File: src/rtl/rx_crc_ctrl.sv
// Receive-side CRC sequencer: runs the 64-bit engine over the frame body, the
// byte engine over the residual tail bytes, then reports one pass/fail pulse.
module rx_crc_ctrl #(
  parameter int unsigned PIPE_LAT = 2,
  parameter logic [31:0] MAGIC    = 32'hc704dd7b
) (
  input  logic        rxclk,
  input  logic        reset,
  input  logic        receiving,
  input  logic        get_terminator,
  input  logic [2:0]  terminator_location,
  input  logic [31:0] crc64_out,
  input  logic [31:0] crc8_out,
  output logic        crc64_start,
  output logic        crc64_init,
  output logic        crc8_load,
  output logic        crc8_start,
  output logic [2:0]  tail_byte_sel,
  output logic        busy,
  output logic        crc_check_valid,
  output logic        crc_check_invalid,
  output logic [2:0]  o_dbg_state
);

  localparam logic [2:0] LP_FLUSH_LOAD = 3'(PIPE_LAT);

  typedef enum logic [2:0] {
    S_IDLE  = 3'd0,
    S_BODY  = 3'd1,
    S_FLUSH = 3'd2,
    S_TAIL  = 3'd3,
    S_CHECK = 3'd4
  } state_t;

  state_t      r_state;
  state_t      w_next;
  logic        r_rise_det;
  logic [2:0]  r_bytes_left;
  logic [2:0]  r_flush_cnt;
  logic [2:0]  r_sel;
  logic        r_tail;
  logic        r_abort;
  logic        w_start;
  logic [31:0] w_residue;

  // Gated by reset so no strobe escapes while reset is held with receiving high.
  assign w_start     = reset & receiving & ~r_rise_det;
  assign w_residue   = r_tail ? crc8_out : crc64_out;
  assign o_dbg_state = r_state;

  always_ff @(posedge rxclk or negedge reset) begin
    if (!reset) begin
      r_state <= S_IDLE;
    end else begin
      r_state <= w_next;
    end
  end

  always_ff @(posedge rxclk or negedge reset) begin
    if (!reset) begin
      r_rise_det   <= 1'b0;
      r_bytes_left <= 3'd0;
      r_flush_cnt  <= 3'd0;
      r_sel        <= 3'd0;
      r_tail       <= 1'b0;
      r_abort      <= 1'b0;
    end else begin
      r_rise_det <= receiving;
      case (r_state)
        S_IDLE: begin
          if (w_start) begin
            r_tail  <= 1'b0;
            r_abort <= 1'b0;
          end
        end
        S_BODY: begin
          if (get_terminator) begin
            r_bytes_left <= terminator_location;
            r_flush_cnt  <= LP_FLUSH_LOAD;
          end else if (!receiving) begin
            r_abort <= 1'b1;
          end
        end
        S_FLUSH: begin
          r_flush_cnt <= r_flush_cnt - 3'd1;
          r_sel       <= 3'd0;
        end
        S_TAIL: begin
          r_tail       <= 1'b1;
          r_sel        <= r_sel + 3'd1;
          r_bytes_left <= r_bytes_left - 3'd1;
        end
        default: ;
      endcase
    end
  end

  // All engine strobes are level enables for the current cycle; the check
  // outputs are single-cycle pulses with no handshake back from the consumer.
  always_comb begin
    w_next            = r_state;
    crc64_start       = 1'b0;
    crc64_init        = 1'b0;
    crc8_load         = 1'b0;
    crc8_start        = 1'b0;
    tail_byte_sel     = 3'd0;
    busy              = 1'b0;
    crc_check_valid   = 1'b0;
    crc_check_invalid = 1'b0;
    case (r_state)
      S_IDLE: begin
        if (w_start) begin
          crc64_init  = 1'b1;
          crc64_start = 1'b1;
          w_next      = S_BODY;
        end
      end
      S_BODY: begin
        busy = 1'b1;
        if (get_terminator) begin
          w_next = S_FLUSH;
        end else if (!receiving) begin
          w_next = S_CHECK;
        end else begin
          crc64_start = 1'b1;
        end
      end
      S_FLUSH: begin
        busy      = 1'b1;
        crc8_load = 1'b1;
        if (r_flush_cnt == 3'd1) begin
          w_next = (r_bytes_left != 3'd0) ? S_TAIL : S_CHECK;
        end
      end
      S_TAIL: begin
        busy          = 1'b1;
        crc8_start    = 1'b1;
        tail_byte_sel = r_sel;
        if (r_bytes_left == 3'd1) begin
          w_next = S_CHECK;
        end
      end
      S_CHECK: begin
        busy = 1'b1;
        if (!r_abort && (w_residue == MAGIC)) begin
          crc_check_valid = 1'b1;
        end else begin
          crc_check_invalid = 1'b1;
        end
        w_next = S_IDLE;
      end
      default: w_next = S_IDLE;
    endcase
  end

endmodule

File: config.mk
export PLATFORM = sky130hd
export DESIGN_NAME = rx_crc_ctrl
export DESIGN_NICKNAME = d
export VERILOG_FILES = /design/src/rtl/rx_crc_ctrl.sv
export SDC_FILE = /design/constraint.sdc
export NUM_CORES = 1
export LEC_CHECK = 0
export ABC_AREA = 1
export BUFFER_PORTS_ARGS = -buffer_cell sky130_fd_sc_hd__clkbuf_2
export CELL_PAD_IN_SITES_DETAIL_PLACEMENT = 1
export CELL_PAD_IN_SITES_GLOBAL_PLACEMENT = 2
export CORE_MARGIN = 2
export CORE_UTILIZATION = 21
export DETAILED_ROUTE_END_ITERATION = 12
export PLACE_DENSITY = 0.79
export SLEW_MARGIN = 20
export SYNTH_ARGS = -nofsm -noshare
export SYNTH_HDL_FRONTEND = slang
export SYNTH_SLANG_ARGS = --single-unit
export TNS_END_PERCENT = 1
File: constraint.sdc
create_clock -name rxclk -period 1.6 [get_ports rxclk]
set_input_delay 0.32 -clock rxclk [delete_from_list [all_inputs] [get_ports rxclk]]
set_output_delay 0.32 -clock rxclk [all_outputs]
set_load 0.005 [all_outputs]
# Yosys cells after proc, flatten, opt, wreduce, memory -nomap -nowiden
# Cells that the tools add are included.
# totals
ff_bits,15
input_bits,71
word_cells,73
# op_classes
n_addsub,3
n_eq_ne,14
muxes,31
bitwise,3
reduce_logical,15
# ops
operator,count
"== test 32 bit, second input constant",1
2-to-1 mux 32 bit,1
2-to-1 mux 3 bit,9
one-hot mux 3 bit (2 select lines),3
2-to-1 mux 1 bit,14
"!= test 2 bit, second input constant",6
one-hot mux 3 bit (4 select lines),1
nonzero test 2 bit,5
"== test 3 x 1 -> 1 bit, second input constant",3
AND reduction 4 bit,2
"== test 3 x 2 -> 1 bit, second input constant",2
one-hot mux 1 bit (2 select lines),3
AND reduction 2 bit,3
"subtractor 3 x 1 -> 3 bit, second input constant",2
OR reduction 4 bit,1
"adder 3 x 1 -> 3 bit, second input constant",1
"== test 3 bit, second input constant",1
logical NOT 3 bit,1
"!= test 3 bit, second input constant",1
nonzero test 3 bit,1
AND 1 bit,2
logical AND 1 bit,1
logical NOT 1 bit,1
NOT 1 bit,1

# Logic depth before layout (Yosys ltp)
# depth
word_depth,5
depth_mapped,9

# Worst setup path before layout
# OpenSTA, ideal clock, no wires.
# synth_timing
path_kind,register to output
startpoint,reg r_tail
endpoint,out crc_check_valid
arrival_time_ps,1108
required_ps,1280
slack_ps,172
path_stages_with_launch,9
n_path_buf,1
path_cell_list,dfrtp_1 -> buf_6 -> nor2_1 -> nand3b_1 -> nand2_1 -> nand2_1 -> nor2_1 -> nand3_1 -> nor2_1
# synth_via
elab_chain_len,5
# synth_rtl
item,line_no,rtl
start: declaration,41,logic r_tail;
start signal: assignment,65,r_tail <= 1'b0;
start signal: assignment,72,r_tail <= 1'b0;
start signal: assignment,89,r_tail <= 1'b1;
2-to-1 mux 32 bit,48,assign w_residue = r_tail ? crc8_out : crc64_out;
== test 32 bit,145,if (!r_abort && (w_residue == MAGIC)) begin
logical AND 1 bit,145,
2-to-1 mux 1 bit,145,
2-to-1 mux 1 bit,110,case (r_state)
end: declaration,20,"output logic crc_check_valid,"
# No other way between the ends.

# Final worst setup path
# Ends and elaborated chain as after synthesis.

==> summary.md <==
| Metric | Value |
|---|---|
| Wire length on met3 | `roughly 240 um` |
| Slew @ Worst Pin | `325.1 ps` |
| Pwr Total | `roughly 0.0025 W` |
| DP Area | `roughly 2000 um2` |
| # port buffers | `83` |
| Max Used Layer | `met3` |
| Mapped Nets | `approximately 330` |
| Clock sinks | `15` |
| CTS buffer count | `3` |
| Grt total ovfl | `0` |
| Starting Density | `0.2171` |
| Outcome | `finished, violations left` |
| Peak supply drop | `between 0.8 and 0.9 mV` |
| Core area | `between 6000 and 7000 um2` |
| Synth warn | `0` |
| Vias | `roughly 1800` |
| Drc violations | `0` |
| F_max | `about 0.53 GHz` |
| Max transition margin | `0.7826` |
| Clock Skew | `between 2 and 3 ps` |
| Cell area after technology mapping | `~1500 um2` |
| Post-route cell area | `about 2200 um2` |
| Setup violators final | `5` |
| Mean Syn Cell Area | `5.901 um2` |
| Antenna Nets Post-Route | `0` |
| Clock Pin Slew Worst Setup and Hold Paths | `roughly 60 ps` |
| Post-synthesis sequential area ratio | `0.2545` |
| Register Area | `379.1 um2` |
| Die W | `87.81 um` |
| Ant diodes | `0` |
| Fillcell total | `902` |
| Post-Synthesis Cells | `250` |
| # IOs | `84` |
| Yosys top cell by area | `dfrtp_1` |
| Max_cap viols | `0` |
| GRT Total Usage | `0.1241` |
| RSZ-0062 raised after global routing | `true` |
| Clock tree buffer depth | `2` |
| PwrDens | `about 1200 nW/um2` |
| Pin count of the biggest net entering global routing | `16` |
| Post-Route Utilization | `0.3169` |
| # Post-CTS Setup Buffers | `0` |
| Total wire length | `between 4000 and 5000 um` |
| Tcrit/Tclk final | `1.189` |
| Multi-input gate area | `about 910 um2` |
| Root Driver | `clkbuf_8` |
| TNS Setup | `-568.9 ps` |
| H-tree level count | `1` |
| Met1 Wirelength | `2121 um` |
| Share of cells above drive strength 1 | `0.3519` |
| Clock Latency Late Sink | `240 ps` |
| Synth Register Bits | `15` |
| Final-report hold violation count | `0` |
| Placed wire-length estimate | `~4200 um` |
| Vias in the first global route | `1858` |
| Critical path class | `reg2out` |
| Initial antenna violation count | `0` |
| P&R area growth vs syn | `45.97%` |
| Wire per inst | `approximately 11 um` |
| Failing checks | `setup timing` |
| Metal2 WL | `2430 um` |
| Min cycle time layout | `between 1500 and 2000 ps` |
| GPL Wtd Cong | `around 0.75` |
| FP Rows | `30` |
| Area share of the largest cell type after synthesis | `0.2545` |
| Nets | `~420` |
| Number of DRC violations after detailed-routing iteration 0 | `11` |
| Worst Path Arrival | `1580 ps` |
| Netlist cell types | `25` |
| Dpl cells | `about 430` |
| Synth top area cells | `dfrtp_1 25%, nand2_1 17%, inv_1 13%` |
| P_leak | `1.271 nW` |
| Non-Filler Instances | `437` |
| Crit. End Element | `output port` |
| Worst hold-check path type | `in2async` |
| Worst EP required | `between 1000 and 1500 ps` |
| Initial DRT Pass Iterations | `4` |
| Routed vias/inst | `~4.1` |
| CP startpoint kind | `register` |
| First-pass GRT wire length | `between 7000 and 8000 um` |
| Die height | `87.81 um` |
| PnR worst setup slack | `-302.5 ps` |
| Slew Limit Fails | `0` |
| Total die area | `approximately 7700 um2` |
| CTS tree | `yes` |
| CP max FO | `10` |
[metrics by stage]
stage	hold WS, ps	worst slack [ps]
final	67.32	-302.5
after global placement	340.8	-26.19
after CTS	71.18	-317.4
after global routing	67.36	-395.2
after detailed placement	341.2	-47.68
after floorplan	24.41	172.0
[power by group]
group	internal (W)	switching, W
Combinational	0.000610	0.000933
Clock	0.000176	0.000129
Sequential	0.000550	0.000136
[layout make-up]
class,instances,area share
inverter,58,0.1046
tap,96,0.05578
multi-input combinational,176,0.4248
timing repair buffer,88,0.2179
sequential,15,0.1761
clock buffer,4,0.02092
[placed cells by master, fill, tap and decap left out, drive strengths merged]
cell	netlist	final
inv	58	58
clkbuf	0	85
a31oi	1	1
nor2	47	47
a32oi	1	1
o22ai	3	3
dfrtp	15	15
buf	1	7
nor3	1	1
a211oi	1	1
nand4	8	8
o21ai	8	8
nand3b	5	5
nand3	15	15
and2	1	1
a21oi	7	7
nand2	70	70
xnor2	2	2
ha	6	6
[Yosys cell counts]
master / instances
buf_6: 1
ha_1: 6
nor2_1: 42
o21ai_0: 7
inv_1: 53
nand2_1: 67
o22ai_1: 3
o21ai_1: 1
a31oi_1: 1
nand2_2: 3
nand3b_1: 5
a21oi_1: 5
xnor2_1: 2
dfrtp_1: 15
nand3_1: 15
nand4_1: 8
nor3_1: 1
a32oi_1: 1
a21oi_2: 2
nor2_8: 1
and2_1: 1
nor2_2: 4
inv_2: 4
inv_4: 1
a211oi_2: 1
[routing by layer]
| metal | GRT usage | vias to the layer above |
|---|---|---|
| met2 | 0.2369 | 48 |
| met1 | 0.1537 | 820 |
| met3 | 0.01131 | 0 |
| met5 | 0 | - |
| li1 | - | 945 |
| met4 | 0.01678 | 0 |
[worst paths after layout]
check / start / end / slack (ps) / cells after the start
min reg2reg: r_flush_cnt[1] / r_flush_cnt[1] / 530 / 2
max in group asynchronous: reset / r_tail / 1330 / 2
min in group rxclk: receiving / r_rise_det / 240 / 1
min: reset / r_bytes_left[0] / 70 / 2
max: r_tail / crc_check_valid / -300 / 8
max reg2reg: o_dbg_state[2] / o_dbg_state[1] / 240 / 8
[logic make-up after synthesis]
kind of cell | count (synthesis) | synth area share
compound gates | 21 | 0.08736
buf+inv | 59 | 0.1569
simple gates | 147 | 0.4385
xor+xnor | 2 | 0.01188
fa+ha+maj | 6 | 0.05089
flops | 15 | 0.2545
[sequential cells by signal (all words and copies together) (netlist names)]
name	count
o_dbg_state	3
r_bytes_left	3
r_flush_cnt	3
r_sel	3
r_abort	1
r_rise_det	1
r_tail	1
[repair_timing]
item | 4_1_cts | 5_1_grt
pin swaps | 0 | 4
endpoints found under the setup margin | 8 | 9
resized for setup | 10 | 13
hold endpoints to repair | 0 | 0
hold buffers | 0 | 0
[critical path, cell delays in order (launching register included)]
cell     delay, ps
dfrtp_2        440
buf_12         150
nor2_4         100
nand2_2         60
and2_1         160
nor2_1         100
nand3_1         80
nor2_1         120
buf_2          130
No activity file was read; power rests on OpenSTA's default activity.
